**src/rtl/mips_lsu_pkg.sv**
```systemverilog
// Shared encodings and load-extension helper for the load/store sequencer.
package mips_lsu_pkg;

  localparam logic [1:0] SZ_BYTE = 2'd0;
  localparam logic [1:0] SZ_HALF = 2'd1;
  localparam logic [1:0] SZ_WORD = 2'd2;

  typedef enum logic [2:0] {S_IDLE, S_ACC0, S_ACC1, S_RESP, S_ERR} state_t;

  // Extends a right-aligned byte/half to 32 bits; words pass through.
  function automatic logic [31:0] load_ext(input logic [31:0] d, input logic [1:0] size,
                                           input logic uns);
    logic [31:0] r;
    r = d;
    case (size)
      SZ_BYTE: r = uns ? {24'h0, d[7:0]} : {{24{d[7]}}, d[7:0]};
      SZ_HALF: r = uns ? {16'h0, d[15:0]} : {{16{d[15]}}, d[15:0]};
      default: r = d;
    endcase
    return r;
  endfunction

endpackage

```
**src/rtl/lsu_align_chk.sv**
```systemverilog
// Flags misaligned, out-of-range or illegal-size requests.
module lsu_align_chk
  import mips_lsu_pkg::*;
#(
  parameter int ADDR_W      = 12,
  parameter bit CHECK_RANGE = 1
) (
  input  logic [31:0] addr,
  input  logic [1:0]  size,
  output logic        err
);

  logic mis, oor;

  always_comb begin
    mis = 1'b0;
    case (size)
      SZ_BYTE: mis = 1'b0;
      SZ_HALF: mis = addr[0];
      SZ_WORD: mis = |addr[1:0];
      default: mis = 1'b1;
    endcase
  end

  assign oor = CHECK_RANGE && (|addr[31:ADDR_W]);
  assign err = mis | oor;

endmodule

```
**src/rtl/mem_access_seq.sv**
```systemverilog
// Load/store sequencer: splits byte/half/word accesses into byte- or word-mode
// memory cycles and returns a registered, extended response.
module mem_access_seq
  import mips_lsu_pkg::*;
#(
  parameter int ADDR_W      = 12,
  parameter bit CHECK_RANGE = 1
) (
  input  logic              clk,
  input  logic              rst,
  input  logic              req_valid,
  output logic              req_ready,
  input  logic              req_we,
  input  logic [1:0]        req_size,
  input  logic              req_unsigned,
  input  logic [31:0]       req_addr,
  input  logic [31:0]       req_wdata,
  output logic              resp_valid,
  output logic [31:0]       resp_rdata,
  output logic              resp_err,
  output logic [ADDR_W-3:0] dm_addr,
  output logic [31:0]       dm_din,
  output logic              dm_we,
  output logic              dm_bmode,
  output logic [1:0]        dm_bsel,
  input  logic [31:0]       dm_dout
);

  state_t            state, nxt;
  logic              we_q, uns_q;
  logic [1:0]        size_q;
  logic [ADDR_W-1:0] addr_q;
  logic [31:0]       wdata_q;
  logic [7:0]        lo_q;
  logic              chk_err, take, acc;
  logic [31:0]       ld_raw;

  assign req_ready  = (state == S_IDLE) & ~rst;
  assign take       = req_valid & req_ready;
  assign resp_valid = (state == S_RESP) | (state == S_ERR);
  assign acc        = (state == S_ACC0) | (state == S_ACC1);
  assign dm_we      = we_q & acc & ~rst;

  lsu_align_chk #(.ADDR_W(ADDR_W), .CHECK_RANGE(CHECK_RANGE)) u_chk (
    .addr (req_addr),
    .size (req_size),
    .err  (chk_err)
  );

  always_comb begin
    nxt = state;
    case (state)
      S_IDLE:  if (take) nxt = chk_err ? S_ERR : S_ACC0;
      S_ACC0:  nxt = (size_q == SZ_HALF) ? S_ACC1 : S_RESP;
      S_ACC1:  nxt = S_RESP;
      default: nxt = S_IDLE;
    endcase
  end

  // Halves go out as two byte cycles: low lane in ACC0, high lane in ACC1.
  always_comb begin
    dm_addr  = '0;
    dm_din   = '0;
    dm_bmode = 1'b0;
    dm_bsel  = 2'd0;
    if (acc) begin
      dm_addr = addr_q[ADDR_W-1:2];
      case (size_q)
        SZ_WORD: dm_din = wdata_q;
        SZ_BYTE: begin
          dm_bmode = 1'b1;
          dm_bsel  = addr_q[1:0];
          dm_din   = {24'h0, wdata_q[7:0]};
        end
        default: begin
          dm_bmode = 1'b1;
          dm_bsel  = {addr_q[1], state == S_ACC1};
          dm_din   = {24'h0, (state == S_ACC1) ? wdata_q[15:8] : wdata_q[7:0]};
        end
      endcase
    end
  end

  assign ld_raw = (state == S_ACC1) ? {16'h0, dm_dout[7:0], lo_q} : dm_dout;

  always_ff @(posedge clk) begin
    if (rst) begin
      state      <= S_IDLE;
      we_q       <= 1'b0;
      uns_q      <= 1'b0;
      size_q     <= SZ_BYTE;
      addr_q     <= '0;
      wdata_q    <= '0;
      lo_q       <= '0;
      resp_rdata <= '0;
      resp_err   <= 1'b0;
    end else begin
      state <= nxt;
      if (take) begin
        we_q    <= req_we;
        uns_q   <= req_unsigned;
        size_q  <= req_size;
        addr_q  <= req_addr[ADDR_W-1:0];
        wdata_q <= req_wdata;
      end
      if (state == S_ACC0) lo_q <= dm_dout[7:0];
      resp_err   <= (nxt == S_ERR);
      resp_rdata <= (nxt == S_RESP && !we_q) ? load_ext(ld_raw, size_q, uns_q) : 32'h0;
    end
  end

endmodule

```
**config.mk**
```make
export PLATFORM = sky130hd
export DESIGN_NAME = mem_access_seq
export DESIGN_NICKNAME = d
export VERILOG_FILES = /design/src/rtl/mips_lsu_pkg.sv /design/src/rtl/lsu_align_chk.sv /design/src/rtl/mem_access_seq.sv
export SDC_FILE = /design/constraint.sdc
export NUM_CORES = 1
export LEC_CHECK = 0
export ABC_AREA = 1
export CORE_MARGIN = 4
export CORE_UTILIZATION = 38
export DETAILED_ROUTE_END_ITERATION = 10
export PLACE_DENSITY = 0.75
export SYNTH_ARGS = -nofsm -noshare
export SYNTH_HDL_FRONTEND = slang
export SYNTH_SLANG_ARGS = --single-unit
```
**constraint.sdc**
```tcl
create_clock -name clk -period 2.3 [get_ports clk]
set_input_delay 0.46 -clock clk [delete_from_list [all_inputs] [get_ports clk]]
set_output_delay 0.46 -clock clk [all_outputs]
set_load 0.02 [all_outputs]
```
==> impl_metrics.toml <==
[clock_tree]
clk_latency_ns = 0.35
clk_path_buf_depth = 2
cts-buffers-inserted = 9
clkSlewWorstSetupHoldPaths_ns = 0.09
cts_sinks = 92
cts_tree = "done"
h-tree-depth = 3
cts-root-buf = "clkbuf_8"
ctsHoldBuffers = 0

[floorplanning]
die_h_microns = 109.4
die_area_sq_um = 11960
ios = 184
rows = 36
start_util_pct = 39.41
fp.dieW_microns = 109.4
core_region_area_sq_um = 9910

[drt]
wl_per_cell_microns = 13.43
drt-initial-drc-count = 168
vias = 4028
vias_per_cell = 4.717
wirelength_microns = 11470
drc = 0
first_pass_iters = 5
ant_nets = 0

[worst_hold_path]
holdPathEnd = "resp_rdata[6]"
holdCritPathClass = "reg2reg"
min_from = "lo_q[6]"
hold_path_depth = 2

[timing]
tightest_slew_ns = 0.5940
fmax_ghz = 0.4604
fin_crit_sh_pct = 94.44
slew_violations = 0
period_minus_slack_ns = 2.172
hold_viol_final = 0
finClkSkew_ns = 0.01188
slew_headroom_pct = 60.29
finalSetupViolCount = 0
hold_ws_ns = 0.4736

[yosys]
syn_area_sq_um = 3905
syn_nets = 641
yosys_warnings = 0
synth-seq-area-share_pct = 47.16
syn_inst = 538
ys_seq_elements = 92
avgSynthCellArea_sq_um = 7.258
ys_types = 23

[layout]
mostFrequentLayoutCells = "136 x clkdlybuf4s50_1, 123 x nand2_1, 90 x dfxtp_1"
stdcell_area_sq_um = 5869
utilization_pct = 59.23
drive_above_1_share_pct = 13.31
diodes = 0
mostFrequentLayoutCell = "clkdlybuf4s50_1"
fin_nets = 819
final.fill_count = 943
syn2layout_area_growth_pct = 50.30

[setup_path]
max_stage_delay_ns = 0.35
r2r_slack_ns = 0.34
r2r-start = "state[1]"
crit_top_cell = "buf_4"
arrival_ns = 1.71
r2r_cells = 10
cp.buffers_inverters = 4
crit_type = "reg2out"
cp_cell_sequence = "inv_1 > nor2_2 > nand2_2 > nor2_4 > buf_6 > buf_4 > o21ai_0 > a21oi_1 > buf_4"
cpLargestDelayFamily = "buffers and inverters"
r2r-end = "resp_rdata[31]"
endpoint_kind = "output pin"
cp.required_ns = 1.84
critPathMaxFanout = 7
crit_slowest_cell = "dfxtp_2"
crit_path_start_kind = "register"

[pwr]
p_seq_share_pct = 52.2
p_per_area_nw_per_um2 = 549.1
net-switching-power_uw = 808.9
cellLeakagePower_uw = 0.002570
peakVddDrop_v = 0.0004511
p_clk_share_pct = 33.4
pwr-share-comb_pct = 14.5
finalPower_uw = 3223
p_int_uw = 2414
swShare_pct = 25.10

[placed_design]
place_area_sq_um = 5843
finalWeightedCongestion = 0.8008
dp_hpwl_microns = 8624
port_buffers = 183

[global_route]
grt_pass1_wl_microns = 17790
antenna_found_initial = 0
first_global_vias = 3744
grt_overflow = 0
grt_usage_pct = 18.82
grt_max_degree = 73

[run_status]
outcome = "finished clean"

[job]
cap_violations = 0
worst max path at each step:
| stage | end | from | cells past startpoint | slack (ns) |
|---|---|---|---|---|
| 2_1_floorplan | dm_din[25] | state[0] | 7 | 0.38 |
| 3_3_place_gp | dm_din[11] | state[1] | 7 | 0.07 |
| 3_5_place_dp | dm_din[13] | state[0] | 7 | -0.06 |
| 4_1_cts | dm_din[7] | state[1] | 9 | -0.01 |
| 5_1_grt | dm_din[0] | state[1] | 9 | -0.001 |
| 6_report | dm_din[0] | state[1] | 9 | 0.13 |
worst reg2reg max path, delay by kind of cell, from the launching register on:
kind	cells	cell delay, ns
buffers and inverters	4	0.52
DFF	1	0.35
and+or+nand+nor	6	1.00
Yosys cell counts:
master | instances | share of area, %
o21ai_0 | 36 | 4.6
nor3_4 | 1 | 0.42
a22o_1 | 1 | 0.22
inv_2 | 3 | 0.29
clkinv_2 | 1 | 0.13
inv_1 | 72 | 6.9
nand3b_4 | 1 | 0.51
nor3_1 | 25 | 3.2
nand2_2 | 3 | 0.48
nor3_2 | 1 | 0.26
nor2_2 | 1 | 0.16
dfxtp_1 | 92 | 47
clkbuf_1 | 16 | 1.5
nand3_2 | 1 | 0.26
buf_4 | 6 | 1.2
a21oi_1 | 28 | 3.6
buf_2 | 10 | 1.3
o31ai_1 | 37 | 7.1
nor2_4 | 1 | 0.29
nand3_1 | 19 | 2.4
nand2_1 | 123 | 12
buf_6 | 2 | 0.58
nor2_1 | 58 | 5.6
power by group through the flow:
stage | clock network [uW] | registers, uW | logic, uW
6_report | 1080 | 1680 | 466
5_1_grt | 1180 | 1690 | 515
4_1_cts | 1100 | 1680 | 467
3_5_place_dp | 0 | 1720 | 464
3_3_place_gp | 0 | 1720 | 454
2_1_floorplan | 0 | 1710 | 218
sequential cells by signal, summed over array words and instances (netlist names):
register,cells
resp_err,1
lo_q,8
resp_rdata,32
uns_q,1
state,3
we_q,1
addr_q,12
wdata_q,32
size_q,2
layout make-up:
| class | instances | area, sq um | share of cell area [%] |
|---|---|---|---|
| repair buffers | 201 | 1770 | 30.16 |
| clock inverters | 7 | 73.82 | 1.258 |
| flip-flops and latches | 92 | 1844 | 31.42 |
| clock buffers | 9 | 123.9 | 2.110 |
| multi-input cells | 336 | 1602 | 27.29 |
| inverters | 76 | 289.0 | 4.924 |
| well taps | 133 | 166.4 | 2.835 |
repair_timing:
action | 4_1_cts | 5_1_grt
pin swaps | 1 | 1
gates resized for setup | 66 | 110
setup buffers | 4 | 1
setup endpoints to repair | 46 | 46
per-stage QoR:
stage | setup TNS, ns | instances | worst slack (ns)
floorplan | 0 | 538 | 0.3756
global placement | 0 | 833 | 0.06624
detailed placement | -0.2365 | 833 | -0.05504
CTS | -0.01013 | 853 | -0.01013
global route | -0.001445 | 854 | -0.001445
finish | 0 | 854 | 0.1279
layer usage:
layer	global-route usage, %	up-vias	wire length (microns)
met5	0	-	0
met4	6.144	0	133
met3	5.344	6	834
met2	31.73	136	5723
met1	23.13	1825	4778
li1	-	2061	-
cells by family after synthesis:
family | share of synthesized area, %
AO/OA/AOI/OAI | 15.54
buffers and inverters | 11.89
flip-flops | 47.16
AND/OR/NAND/NOR | 25.41
Power figures use the tool's default switching activity.
